### src/rtl/pong_match_ctrl.sv
// pong_match_ctrl: READY/SETTING/PLAY/OVER match flow, scores, countdown and settings menu.
// Optional pause support is compiled in with `define PONG_PAUSE_EN.
module pong_match_ctrl #(
  parameter int NUM_BALLS = 3,
  parameter int SCORE_W   = 4,
  parameter int TIME_W    = 7,
  parameter int SPEED_W   = 4,
  parameter int DEF_WIN   = 5,
  parameter int MAX_WIN   = 15,
  parameter int DEF_SPEED = 2,
  parameter int MAX_SPEED = 8,
  parameter int DEF_TIME  = 60,
  parameter int MAX_TIME  = 90,
  parameter int OVER_HOLD = 3
) (
  input  logic                 clk,
  input  logic                 reset,
  input  logic                 enter_pulse,
  input  logic                 up_pulse,
  input  logic                 down_pulse,
  input  logic                 menu_pulse,
  input  logic                 sec_tick,
  input  logic [NUM_BALLS-1:0] miss_left,
  input  logic [NUM_BALLS-1:0] miss_right,
  input  logic                 pause_pulse,
  output logic [1:0]           main_state,
  output logic [1:0]           setting_field,
  output logic [SCORE_W-1:0]   score1,
  output logic [SCORE_W-1:0]   score2,
  output logic [TIME_W-1:0]    seconds,
  output logic [SCORE_W-1:0]   win_score,
  output logic [SPEED_W-1:0]   ball_speed,
  output logic [TIME_W-1:0]    round_time,
  output logic                 new_round,
  output logic                 game_over,
  output logic [1:0]           winner,
  output logic                 paused
);
  localparam logic [1:0] READY = 2'd0, SETTING = 2'd1, PLAY = 2'd2, OVER = 2'd3;
  localparam int HW = $clog2(OVER_HOLD + 1);
  logic [1:0]         state, state_n, field_n, winner_n, end_winner;
  logic [SCORE_W-1:0] score1_n, score2_n, win_n;
  logic [SPEED_W-1:0] speed_n;
  logic [TIME_W-1:0]  seconds_n, round_time_n;
  logic [HW-1:0]      hold, hold_n;
  logic               new_round_n, paused_n, active, end_hit, up_only, dn_only, hit1, hit2;
  assign main_state = state;
  always_ff @(posedge clk or posedge reset)
    if (reset) state <= READY;
    else state <= state_n;
  assign end_hit = score1 == win_score || score2 == win_score || seconds == '0;
  always_comb begin
    state_n = state;
    case (state)
      READY:   state_n = enter_pulse ? PLAY : menu_pulse ? SETTING : READY;
      SETTING: state_n = (enter_pulse && setting_field >= 2'd2) ? READY : SETTING;
      PLAY:    state_n = end_hit ? OVER : PLAY;
      OVER:    state_n = (sec_tick && hold == HW'(OVER_HOLD - 1)) ? READY : OVER;
    endcase
  end
  assign active  = state == PLAY && !paused;
  assign up_only = up_pulse && !down_pulse;
  assign dn_only = down_pulse && !up_pulse;
  assign hit1    = active && |miss_right;
  assign hit2    = active && |miss_left;
  // Both-at-limit and timeout-draw outcomes share the tie code.
  assign end_winner = (score1 == win_score && score2 == win_score) ? 2'b11 :
                      (score1 == win_score) ? 2'b01 :
                      (score2 == win_score) ? 2'b10 :
                      (score1 > score2) ? 2'b01 :
                      (score2 > score1) ? 2'b10 : 2'b11;
  always_comb begin
    field_n = state_n != SETTING ? 2'd0 :
              (state == SETTING && enter_pulse) ? setting_field + 2'd1 : setting_field;
    win_n = (state != SETTING || setting_field != 2'd0) ? win_score :
            (up_only && win_score < SCORE_W'(MAX_WIN)) ? win_score + SCORE_W'(1) :
            (dn_only && win_score > SCORE_W'(1)) ? win_score - SCORE_W'(1) : win_score;
    speed_n = (state != SETTING || setting_field != 2'd1) ? ball_speed :
              (up_only && ball_speed < SPEED_W'(MAX_SPEED)) ? ball_speed + SPEED_W'(1) :
              (dn_only && ball_speed > SPEED_W'(1)) ? ball_speed - SPEED_W'(1) : ball_speed;
    round_time_n = (state != SETTING || setting_field < 2'd2) ? round_time :
                   (up_only && round_time < TIME_W'(MAX_TIME)) ? round_time + TIME_W'(10) :
                   (dn_only && round_time > TIME_W'(10)) ? round_time - TIME_W'(10) : round_time;
    score1_n = state_n == READY ? '0 :
               (hit1 && score1 < win_score) ? score1 + SCORE_W'(1) : score1;
    score2_n = state_n == READY ? '0 :
               (hit2 && score2 < win_score) ? score2 + SCORE_W'(1) : score2;
    seconds_n = state_n == READY ? round_time :
                (active && sec_tick && seconds != '0) ? seconds - TIME_W'(1) : seconds;
    new_round_n = (state == READY && enter_pulse) || hit1 || hit2;
    winner_n = (state == READY && state_n == PLAY) ? 2'b00 :
               (state == PLAY && state_n == OVER) ? end_winner : winner;
    hold_n = state != OVER ? '0 :
             !sec_tick ? hold :
             state_n == READY ? '0 : hold + HW'(1);
  end
`ifdef PONG_PAUSE_EN
  assign paused_n = (state == PLAY && state_n == PLAY) ? (!enter_pulse && (paused ^ pause_pulse)) : 1'b0;
`else
  logic unused_pause;
  assign unused_pause = pause_pulse;
  assign paused_n = 1'b0;
`endif
  always_ff @(posedge clk or posedge reset)
    if (reset) begin
      setting_field <= 2'd0;
      score1        <= '0;
      score2        <= '0;
      seconds       <= TIME_W'(DEF_TIME);
      win_score     <= SCORE_W'(DEF_WIN);
      ball_speed    <= SPEED_W'(DEF_SPEED);
      round_time    <= TIME_W'(DEF_TIME);
      new_round     <= 1'b0;
      game_over     <= 1'b0;
      winner        <= 2'b00;
      paused        <= 1'b0;
      hold          <= '0;
    end else begin
      setting_field <= field_n;
      score1        <= score1_n;
      score2        <= score2_n;
      seconds       <= seconds_n;
      win_score     <= win_n;
      ball_speed    <= speed_n;
      round_time    <= round_time_n;
      new_round     <= new_round_n;
      game_over     <= state_n == OVER;
      winner        <= winner_n;
      paused        <= paused_n;
      hold          <= hold_n;
    end
endmodule

### config.mk
export PLATFORM = sky130hd
export DESIGN_NAME = pong_match_ctrl
export DESIGN_NICKNAME = d
export VERILOG_FILES = /design/src/rtl/pong_match_ctrl.sv
export SDC_FILE = /design/constraint.sdc
export NUM_CORES = 1
export LEC_CHECK = 0
export ABC_AREA = 0
export ABC_CLOCK_PERIOD_IN_PS = 2100
export CORE_ASPECT_RATIO = 0.8
export CORE_UTILIZATION = 39
export DETAILED_ROUTE_END_ITERATION = 6
export DONT_BUFFER_PORTS = 1
export PLACE_DENSITY_LB_ADDON = 0.3
export SETUP_SLACK_MARGIN = 0.3
export SKIP_LAST_GASP = 1
export SYNTH_ARGS = -nofsm -noshare
export SYNTH_HDL_FRONTEND = slang
export SYNTH_SLANG_ARGS = --single-unit
### constraint.sdc
create_clock -name clk -period 2.1 [get_ports clk]
set_input_delay 0.21 -clock clk [delete_from_list [all_inputs] [get_ports clk]]
set_output_delay 0.21 -clock clk [all_outputs]
set_load 0.005 [all_outputs]
# After elaboration in Yosys (flattened, before gate mapping)
# Cells that the tools add are included.
# classes
add_sub_neg,11
multipliers,0
n_div,0
magnitude_cmp,12
n_eq_ne,12
shift,0
mux,30
bitwise,3
n_reduce_logical,49
# op_table
cell,n
2-to-1 mux 4 bit,8
2-to-1 mux 7 bit,4
2-to-1 mux 2 bit,13
logical AND 1 bit,21
nonzero test 2 bit,10
"adder 4 x 1 -> 4 bit, second input constant",4
"== test 2 bit, second input constant",5
== test 4 bit,2
"> comparator 4 x 1 -> 1 bit, second input constant",2
> comparator 4 bit,2
less-than comparator 4 bit,2
"less-than comparator 4 bit, second input constant",2
case mux 2 bit (4 select lines),1
"subtractor 4 x 1 -> 4 bit, second input constant",2
"adder 7 x 4 -> 7 bit, second input constant",1
"> comparator 7 x 4 -> 1 bit, second input constant",1
zero test 7 bit,1
logical OR 1 bit,7
"less-than comparator 7 bit, second input constant",1
nonzero test 7 bit,1
"subtractor 7 x 1 -> 7 bit, second input constant",1
"subtractor 7 x 4 -> 7 bit, second input constant",1
"inequality test 2 x 1 -> 1 bit, second input constant",3
AND reduction 2 bit,3
10 further kinds,19
# totals
ff_bits,40
latch_bits,0
ram_bits,0
mem_bits_ro,0
output_inout_bits,39
memories,0

# Logic depth before layout (Yosys ltp)
# logic_depth
word_depth,9
depth_mapped,8

# Worst setup path after synthesis
# Ideal clock, no wire load.
# synth_path
path_type,reg-to-reg
start,register win_score[2]
end,register score2[0]
setup_ps,121
arrival_ps,1866
t_required_ps,1979
setup_slack_ps,112
path_stages_with_launch,7
path_buffers,0
synth_period_minus_slack_ps,1988
cell_sequence,dfstp_2 inv_1 ha_1 a2111oi_0 nand2_1 xnor2_1 nor2_1
# synth_via
elab_chain_len,7
word_cells_on_any_way,11
# synth_rtl
item,line,source
"start, declared",31,"output logic [SCORE_W-1:0] win_score,"
"start signal, assigned",110,win_score <= SCORE_W'(DEF_WIN);
"start signal, assigned",123,win_score <= win_n;
== test 4 bit,51,assign end_hit = score1 == win_score || score2 == win_score || seconds == '0;
logical OR 1 bit (2 in series),51,
2-to-1 mux 1 bit,57,PLAY: state_n = end_hit ? OVER : PLAY;
case mux 2 bit (4 select lines),54,case (state)
zero test 2 bit,86,score2_n = state_n == READY ? '0 :
2-to-1 mux 4 bit or nonzero test 2 bit (tied branches),n/a,
"end signal, assigned",121,score2 <= score2_n;
"end, declared",29,"output logic [SCORE_W-1:0] score2,"
# Parallel ways exist; a longest one is shown, timed or not.
# A chain may end at the register's enable or synchronous reset.

# Worst setup path after layout
# layout_path
start,register win_score[0]
end,register seconds[3]
# layout_via
elab_chain_len,7
word_cells_on_any_way,9
# layout_rtl
item,line,source
== test 4 bit,51,
logical OR 1 bit (*) (2 in series),51,
2-to-1 mux 1 bit (*),57,
case mux 2 bit (4 select lines) (*),54,
net state_n[0],41,"logic [1:0] state, state_n, field_n, winner_n, end_winner;"
zero test 2 bit (*),88,seconds_n = state_n == READY ? round_time :
2-to-1 mux 7 bit or nonzero test 2 bit (tied branches),n/a,
"end signal, assigned",109,seconds <= TIME_W'(DEF_TIME);
"end signal, assigned",122,seconds <= seconds_n;
"end, declared",30,"output logic [TIME_W-1:0] seconds,"
# Mark *: on every way through the listed nets, which the timed path passes. The rest lies on a longest branch.

==> metrics.md <==
| Metric | Value |
|---|---|
| Status | finished clean |
| Final Instance Area | between 0.003 and 0.004 mm² |
| Mapped Cells | 276 |
| Routed wire length | approximately 6.3 mm |
| Port buffer count | 0 |
| Area of the die | a little over 0.007 mm² |
| Antenna-violating nets left | 0 |
| Dpl cells | between 300 and 400 |
| Peak supply drop | 0.000549 V |
| Crit path time final | between 1.5 and 2 ns |
| Fraction of registers with async set/reset | 1.00 |
| Die width | between 90 and 100 µm |
| Grt ovf | 0 |
| Clk_lat worst skew | ~0.3 ns |
| Pre-antenna DRT Iters | 4 |
| Ports | 53 |
| Die Height | approximately 76 µm |
| First-pass GRT wire length | between 10 and 15 mm |
| Slowest-stage cell, CP | dfstp_2 |
| CP cell instances | ha_1, nand4_1, o311a_4, o211ai_4, nor2_4, mux2_2 |
| Final Cycle Share | 0.923 |
| Setup_tns | 0 ns |
| Post-route core utilization | 0.490 |
| Required time worst endpoint | between 2 and 2.5 ns |
| FILL cells | 597 |
| Clock Sinks | 39 |
| Leak | 1.37 nW |
| Worst hold path class | primary input to flip-flop |
| Row count | 26 |
| Via count | between 2k and 2.5k |
| Slew Limit Fails | 0 |
| Final hold vios | 0 |
| Diode count | 0 |
| DRT iter0 DRCs | just over 80 |
| Layout Nets | between 300 and 400 |
| CP Class | flip-flop to flip-flop |
| CTS Buffer Depth | 2 |
| Root Buffer | clkbuf_8 |
| Avg Cell Area, Syn | 9.57 µm² |
| Seq/Total Area, Yosys | 0.375 |
| GP Congestion | 0.808 |
| CP endpoint kind | flip-flop |
| Max-Cap Viols | 0 |
| Area delta synth->final | 20.1% |
| DP Wirelength | between 4 and 5 mm |
| DRC viols | 0 |
| WL per Instance | about 16 µm |
| Crit path DAT | ~2.2 ns |
| Vias in the first global route | roughly 2k |
| Vias/cell | about 5.4 |
| CTS tree | yes |
| Initial core utilization | 0.408 |
| CORE AREA | between 0.006 and 0.007 mm² |
| Distinct cells, synth | between 50 and 60 |
| Delay of the slowest cell on the worst path | ~0.59 ns |
| H-tree depth | 2 |
| Clock transition at the registers of the reported paths | about 0.08 ns |
| Placed Area | between 0.002 and 0.003 mm² |
| Max Fclk | slightly above 0.5 GHz |
| CP Launch Type | flip-flop |
| Share of layout cells above drive strength 1 | 0.252 |
| Crit Path Max Fanout | 7 |
| Top_reg_cell synth | dfrtp_1 |
| Num CTS Buffers | 5 |
| GRT Total Usage | 0.189 |
| Post-synth EDFFs | 0 |
| Mapped cell area | approximately 0.0026 mm² |
| Initial antenna violation count | 0 |
| Pwr per Cell Area | about 1400 mW/mm² |
| Yosys warning count | 0 |
| Fin Clk Skew | between 0.003 and 0.004 ns |
| FF+latch area | about 990 µm² |
| RSZ-0062 raised after global routing | yes |
| Finished Layout Cells | 393 |
| Largest net degree at the start of global routing | 21 |
| Setup-failing EPs final | 0 |
| Yosys reg bits | 39 |
| Multi-input gate area | about 0.0016 mm² |
-- sequential cells by signal (all words and copies together) (netlist names), 4 cells and up --
signal	cells
ball_speed	4
round_time	6
score1	4
score2	4
seconds	7
win_score	4
-- final cells by class --
type	instances	area share
multi-input cells	208	0.518
flip-flops and latches	39	0.312
repair buffers	32	0.0777
well taps	84	0.0331
clock buffers	8	0.0316
inverters	22	0.0276
-- worst paths after layout --
path                                    end          from  cells after the start  slack [ns]
max                              seconds[3]  win_score[0]                      6        0.16
min                        setting_field[1]   enter_pulse                      2        0.07
max reg2reg                      seconds[3]  win_score[0]                      6        0.16
min reg2reg                      seconds[2]    seconds[2]                      2        0.51
max in group asynchronous      win_score[2]         reset                      3        1.43
min in group asynchronous     ball_speed[0]         reset                      3        0.40
-- through the flow --
| step | hold slack (ns) | worst slack, ns | power [mW] |
|---|---|---|---|
| global placement | 0.169 | 0.0970 | 3.70 |
| floorplan | 0.346 | 0.177 | 3.03 |
| CTS | 0.0573 | 0.158 | 4.43 |
| detailed placement | 0.171 | 0.0977 | 3.76 |
| global route | 0.0618 | 0.0713 | 4.88 |
| finish | 0.0657 | 0.162 | 4.48 |
-- synth_stat cells, types with 2 or more instances --
cell type,n,share of area
a21oi_1,5,0.0095
a221o_1,3,0.011
a31oi_1,3,0.0071
buf_2,2,0.0038
buf_4,2,0.0057
clkbuf_1,4,0.0057
dfrtp_1,28,0.27
dfstp_2,11,0.11
ha_1,28,0.13
inv_1,22,0.031
mux2_2,3,0.013
nand2_1,27,0.038
nand2b_1,3,0.0071
nand3_1,10,0.019
nand4_1,5,0.012
nand4b_1,3,0.0099
nor2_1,21,0.030
nor2b_1,9,0.021
nor3_1,6,0.011
nor4_1,3,0.0071
o211ai_1,5,0.014
o21a_1,3,0.0085
o21ai_0,15,0.028
o31a_1,3,0.0099
or3_1,2,0.0047
xnor2_1,19,0.063
xor2_1,3,0.0099
-- critical path: cells and delay by family, from the launching register on --
family                     cells  cell delay [ns]
DFF                            1             0.59
muxes                          1             0.36
and+or+nand+nor                2             0.35
AOI/OAI and AO/OA              2             0.32
adders and majority gates      1             0.24
-- layer usage --
metal,up-vias,wire length [µm],GRT usage
li1,1046,-,-
met1,1026,2900,0.247
met2,44,2900,0.302
met3,8,374,0.0569
met4,0,80,0.0650
met5,-,0,0
-- cell families (layout without fill, tap and decap cells) --
| kind of cell | Yosys count | count (layout) | synth area share |
|---|---|---|---|
| other | 1 | 2 | 0.00142 |
| AOI/OAI and AO/OA | 55 | 55 | 0.165 |
| buffers and inverters | 30 | 62 | 0.0464 |
| DFF | 39 | 39 | 0.375 |
| adders and majority gates | 28 | 28 | 0.133 |
| muxes | 4 | 4 | 0.0166 |
| and+or+nand+nor | 97 | 97 | 0.190 |
| xor gates and xnor gates | 22 | 22 | 0.0730 |
-- cells in the final DEF, fill, tap and decap left out, types with 2 or more instances in the layout --
cell type	instances
dfrtp_1	28
nor2b_1	9
clkbuf_8	7
mux2_2	2
nor2_1	20
nor3_1	6
o31a_1	3
dfstp_2	11
o21a_1	3
or3_1	2
nand4_1	5
xnor2_1	19
nand3_1	10
inv_2	3
o211ai_1	5
ha_1	25
ha_4	3
a21oi_1	3
a221o_1	3
conb_1	2
nand2b_1	3
xor2_1	3
nor4_1	3
inv_1	17
o21ai_0	10
inv_4	2
nand4b_1	3
nand2_1	27
buf_4	30
a211oi_2	2
a31oi_1	2
o21ai_1	6
-- report_power, final --
part	total [mW]	leakage [nW]	switching, mW	internal [mW]
logic	2.53	0.858	1.31	1.22
registers	1.38	0.459	0.319	1.06
clock network	0.570	0.0515	0.270	0.300
-- timing repair --
item / CTS / global route
pin swaps: 9 / 8
endpoints found under the hold margin: 28 / 0
hold buffers: 1 / 0
gates resized for setup: 9 / 13
setup endpoints to repair: 23 / 31
setup buffers: 4 / 3
Power figures use the tool's default switching activity.
